===== src/rtl/csc_col_rd.sv =====
// Column reader for the CSC sparse channel matrix: it fetches col_ptr[col] and col_ptr[col+1],
// then streams each nonzero (row, value) of that column out over a valid/ready handshake.
module csc_col_rd #(
  parameter  int MAT_RANK = 256,
  parameter  int NNZ_MAX  = 1024,
  parameter  int DATA_W   = 32,
  localparam int ROW_W    = $clog2(MAT_RANK),
  localparam int PTR_W    = $clog2(NNZ_MAX + 1)
) (
  input  logic              clk,
  input  logic              rst_n,
  input  logic              req_vld,
  output logic              req_rdy,
  input  logic [ROW_W:0]    req_col,
  output logic              ptr_rd,
  output logic [ROW_W:0]    ptr_addr,
  input  logic [PTR_W-1:0]  ptr_data,
  output logic              ent_rd,
  output logic [PTR_W-1:0]  ent_addr,
  input  logic [ROW_W-1:0]  ent_row,
  input  logic [DATA_W-1:0] ent_val_r,
  input  logic [DATA_W-1:0] ent_val_i,
  output logic              out_vld,
  input  logic              out_rdy,
  output logic [ROW_W-1:0]  out_row,
  output logic [ROW_W-1:0]  out_col,
  output logic [DATA_W-1:0] out_val_r,
  output logic [DATA_W-1:0] out_val_i,
  output logic              out_last,
  output logic              col_done,
  output logic              col_err
);

  typedef enum logic [2:0] {IDLE, P0, P1, P2, RD, LD, OUT, DONE} state_t;

  localparam logic [ROW_W:0]   RANK_LIM = (ROW_W + 1)'(MAT_RANK);
  localparam logic [PTR_W-1:0] PTR_MAX  = PTR_W'(NNZ_MAX);

  state_t           state;
  logic [ROW_W:0]   col;
  logic [PTR_W-1:0] beg_ptr;
  logic [PTR_W-1:0] end_ptr;
  logic [PTR_W-1:0] cur;

  // Every output is a register; strobes and pulses default low and are set
  // on the edge that enters the state in which they must be visible.
  always_ff @(posedge clk or negedge rst_n) begin
    if (!rst_n) begin
      state     <= IDLE;
      col       <= '0;
      beg_ptr   <= '0;
      end_ptr   <= '0;
      cur       <= '0;
      req_rdy   <= 1'b0;
      ptr_rd    <= 1'b0;
      ptr_addr  <= '0;
      ent_rd    <= 1'b0;
      ent_addr  <= '0;
      out_vld   <= 1'b0;
      out_row   <= '0;
      out_col   <= '0;
      out_val_r <= '0;
      out_val_i <= '0;
      out_last  <= 1'b0;
      col_done  <= 1'b0;
      col_err   <= 1'b0;
    end else begin
      ptr_rd   <= 1'b0;
      ent_rd   <= 1'b0;
      col_done <= 1'b0;
      col_err  <= 1'b0;
      case (state)
        IDLE: begin
          req_rdy <= 1'b1;
          if (req_vld && req_rdy) begin
            col     <= req_col;
            req_rdy <= 1'b0;
            if (req_col >= RANK_LIM) begin
              state    <= DONE;
              col_done <= 1'b1;
              col_err  <= 1'b1;
            end else begin
              state    <= P0;
              ptr_rd   <= 1'b1;
              ptr_addr <= req_col;
            end
          end
        end
        P0: begin
          // col is ROW_W+1 bits wide, so the last column reaches col_ptr[MAT_RANK].
          ptr_rd   <= 1'b1;
          ptr_addr <= col + (ROW_W + 1)'(1);
          state    <= P1;
        end
        P1: begin
          beg_ptr <= ptr_data;
          state   <= P2;
        end
        P2: begin
          end_ptr <= ptr_data;
          cur     <= beg_ptr;
          if (ptr_data == beg_ptr) begin
            state    <= DONE;
            col_done <= 1'b1;
          end else if (ptr_data < beg_ptr || ptr_data > PTR_MAX) begin
            state    <= DONE;
            col_done <= 1'b1;
            col_err  <= 1'b1;
          end else begin
            state    <= RD;
            ent_rd   <= 1'b1;
            ent_addr <= beg_ptr;
          end
        end
        RD: state <= LD;
        LD: begin
          out_row   <= ent_row;
          out_col   <= col[ROW_W-1:0];
          out_val_r <= ent_val_r;
          out_val_i <= ent_val_i;
          out_last  <= (cur + PTR_W'(1)) == end_ptr;
          out_vld   <= 1'b1;
          state     <= OUT;
        end
        OUT: begin
          if (out_rdy) begin
            out_vld <= 1'b0;
            cur     <= cur + PTR_W'(1);
            if (out_last) begin
              state    <= DONE;
              col_done <= 1'b1;
            end else begin
              state    <= RD;
              ent_rd   <= 1'b1;
              ent_addr <= cur + PTR_W'(1);
            end
          end
        end
        DONE: begin
          state   <= IDLE;
          req_rdy <= 1'b1;
        end
        default: state <= IDLE;
      endcase
    end
  end

endmodule


===== config.mk =====
export PLATFORM = sky130hd
export DESIGN_NAME = csc_col_rd
export DESIGN_NICKNAME = d
export VERILOG_FILES = /design/src/rtl/csc_col_rd.sv
export SDC_FILE = /design/constraint.sdc
export NUM_CORES = 1
export LEC_CHECK = 0
export BUFFER_PORTS_ARGS = -buffer_cell sky130_fd_sc_hd__buf_2
export CAP_MARGIN = 5
export CORE_ASPECT_RATIO = 2
export CORE_UTILIZATION = 40
export CTS_BUF_LIST = sky130_fd_sc_hd__clkbuf_2
export DETAILED_ROUTE_END_ITERATION = 10
export GPL_TIMING_DRIVEN = 0
export PLACE_DENSITY = 0.67
export RECOVER_POWER = 25
export SLEW_MARGIN = 20
export SYNTH_ARGS = -nofsm -noshare
export SYNTH_HDL_FRONTEND = slang
export SYNTH_SLANG_ARGS = --single-unit

===== constraint.sdc =====
create_clock -name clk -period 2.3 [get_ports clk]
set_clock_uncertainty 0.05 [all_clocks]
set_input_delay 0.46 -clock clk [delete_from_list [all_inputs] [get_ports clk]]
set_output_delay 0.46 -clock clk [all_outputs]
set_load 0.05 [all_outputs]

==> impl_results.md <==
* HP Start: req_vld
* GPL Wtd Cong at roughly 0.86
* Fin crit share at 1.05
* Crit-path slowest cell: dfrtp_1
* Synth unique cells at 47
* Max Root-Sink Buffers at 2
* PortBufs at 202
* Vias in the first global route at about 6000
* Worst Slack Setup Final at -0.123 ns
* First-pass GRT wire length at just under 30000 um
* R2r setup slk at -0.12 ns
* Post-synth EDFFs at 0
* Synthesis-to-layout area growth at 40.1%
* Place WS at -0.605 ns
* CTS tree: built
* Crit path cell chain: inv_1 > ha_4 > and4_4 > nand3_4 > o21bai_4 > a32o_2 > o22a_4 > buf_16 > mux2_4
* Via count at between 5000 and 6000
* GR Util All Layers at 0.218
* CP arrival at 2.98 ns
* Peak Freq at 0.413 GHz
* Share of cells above drive strength 1 at 0.403
* LEAKAGE at 4.63 nW
* Fin Setup TNS at -1.08 ns
* Post-Syn Area at slightly below 0.007 mm2
* Net Count, Synth at slightly above 700
* Synth area leaders: dfrtp_1, mux2_2, nand2_1
* CTS Sinks at approximately 150
* HP Class: in2reg
* Status: finished with violations
* Final ANT Viol Nets at 0
* Leading area contributor after synthesis: dfrtp_1
* Final setup violation count at 11
* Commonest cells post-synth: dfrtp_1, nand2_1, mux2_2
* Total grt overflow at 0
* Final hold vios at 0
* DIE HEIGHT at roughly 190 um
* Die area at between 0.015 and 0.02 mm2
* Crit. Startpoint: beg_ptr[6]
* CP Class: reg2reg
* Core Area at ~0.017 mm2
* Hpwl dp at approximately 13000 um
* Design Power at between 0.015 and 0.02 W
* Number of max-slew violations in the final report at 80
* Worst-skew pair later-pin latency at between 0.7 and 0.8 ns
* Post-synthesis sequential area ratio at 0.555
* RR Startpoint: beg_ptr[6]
* Starting DRC count in detailed routing at 176
* PD cells at about 1600 mW/mm2
* Initial antenna violation count at 1
* VDD IR-drop max at ~0.58 mV
* Worst setup EP type: flip-flop
* Startpoint types: flip-flop
* RSZ-0062 raised after global routing: true
* Fin crit period at between 2 and 2.5 ns
* Avg WL per Cell at ~16 um
* Final nets at just over 1000
* Syn Inst Count at 597
* Die X at about 95 um
* Depth of the CTS H-tree at 4
* Syn avg cell area at approximately 11 um2
* Max incr delay on CP at 0.39 ns
* Number of CTS-inserted buffers at 17
* Final WL at ~18000 um
* Failing checks: max-capacitance violations, max-slew violations, negative setup slack
* Post-layout util at 0.573
* Prevailing post-synth register cell: dfrtp_1
* Crit path max fanout at 5
* IO Count at roughly 200
* Worst slew margin at -0.307
* CTS clk-pin slew, worst paths at around 0.20 ns
* Count leader, synth: dfrtp_1
* Initial DRT Pass Iterations at 5
* Initial Utilization at 0.409
* Max Cap Violations at 1
* Yosys reg bits at approximately 150
* Largest net degree at the start of global routing at ~80
* Worst EP required at around 2.9 ns
* CTS Root Cell: clkbuf_2
* DR DRC count at 0
* Vias per cell at 4.92
* Synth warn at 0
* Post-synth top area share at 0.555
* Std cell rows at 67
* Asr flop ratio synth at 1.00
* Slew of the pin with the lowest slew margin at 1.96 ns
-- flip-flops by register name (all words and copies together), names as in the netlist --
name / count
out_col: 8
cur: 11
end_ptr: 11
col_err: 1
beg_ptr: 11
ent_rd: 1
ptr_addr: 9
out_vld: 1
out_last: 1
out_val_r: 32
col_done: 1
ent_addr: 11
out_val_i: 32
state: 3
ptr_rd: 1
col: 9
out_row: 8
req_rdy: 1
-- critical path: cells and delay by family, from the launching register on --
family                     cells  cell delay, ns
AOI/OAI and AO/OA              3            0.78
adders and majority gates      1            0.28
buffers and inverters          2            0.24
DFF                            1            0.39
muxes                          1            0.29
and+or+nand+nor                2            0.30
-- layer usage --
layer  part of all wire  global-route usage  up-vias
met4              0.035               0.117        0
met2               0.59               0.426      176
met5                  0                   0        -
met3              0.044              0.0472       40
met1               0.33               0.196     2728
li1                   -                   -     2715
-- layout by cell type, fill, tap and decap left out, types with 3 or more instances in the layout --
cell type and instances:
clkbuf_1 19, buf_4 13, clkinvlp_4 5, inv_2 3, xor2_1 11, mux2i_1 5
mux2_4 8, and3_1 7, nand2_1 108, dfrtp_1 151, xnor2_1 18, o22a_1 4
nand3_1 11, o21ai_0 38, ha_4 5, nand3_4 3, dlygate4sd3_1 94, buf_2 204
inv_1 16, clkbuf_8 3, a31oi_1 4, a21oi_1 17, clkbuf_2 21, nor2_1 27
mux2_2 85, ha_1 7, buf_6 4
-- layout make-up --
class | instances | area (um2)
clock inverter | 12 | 129
inverter | 19 | 71.3
multi-input combinational | 398 | 2960
fill | 1460 | 7150
timing repair buffer | 313 | 2120
antenna | 1 | 2.50
sequential | 152 | 3800
tap | 207 | 259
clock buffer | 20 | 100
buffer | 28 | 170
-- stage by stage --
stage	instances	cell area [um2]	hold slack (ns)
after global routing	1150	9610	0.0459
after floorplan	597	6860	0.114
after detailed placement	1007	8170	0.419
after CTS	1142	9550	0.0111
final	1150	9610	0.108
after global placement	1006	8130	0.410
-- cell families after synthesis --
| group | count (synthesis) | share of synthesized area |
|---|---|---|
| DFF | 152 | 0.555 |
| adders and majority gates | 13 | 0.0237 |
| AOI/OAI and AO/OA | 82 | 0.0708 |
| xor gates and xnor gates | 29 | 0.0370 |
| buffers and inverters | 47 | 0.0339 |
| muxes | 98 | 0.164 |
| and+or+nand+nor | 176 | 0.116 |
-- where the power goes --
part / switching (W) / internal [W]
logic: 0.00592 / 0.00303
registers: 0.000840 / 0.00398
clock network: 0.000935 / 0.000503
total: 0.00769 / 0.00751
-- final timing paths --
check | endpoint | cells past startpoint
min in group asynchronous | col_err | 2
max | ent_addr[7] | 9
max in group asynchronous | cur[7] | 3
min | state[1] | 3
min reg2reg | ptr_addr[5] | 2
max reg2reg | ent_addr[7] | 9
-- what timing repair did --
item                       in CTS  in global routing
hold endpoints to repair      193                  0
setup endpoints to repair      18                 22
pin swaps                       4                  6
hold buffers                   94                  0
buffers inserted                8                  7
gates cloned                    1                  0
gates resized for setup        22                 10
Power figures use the tool's default switching activity.
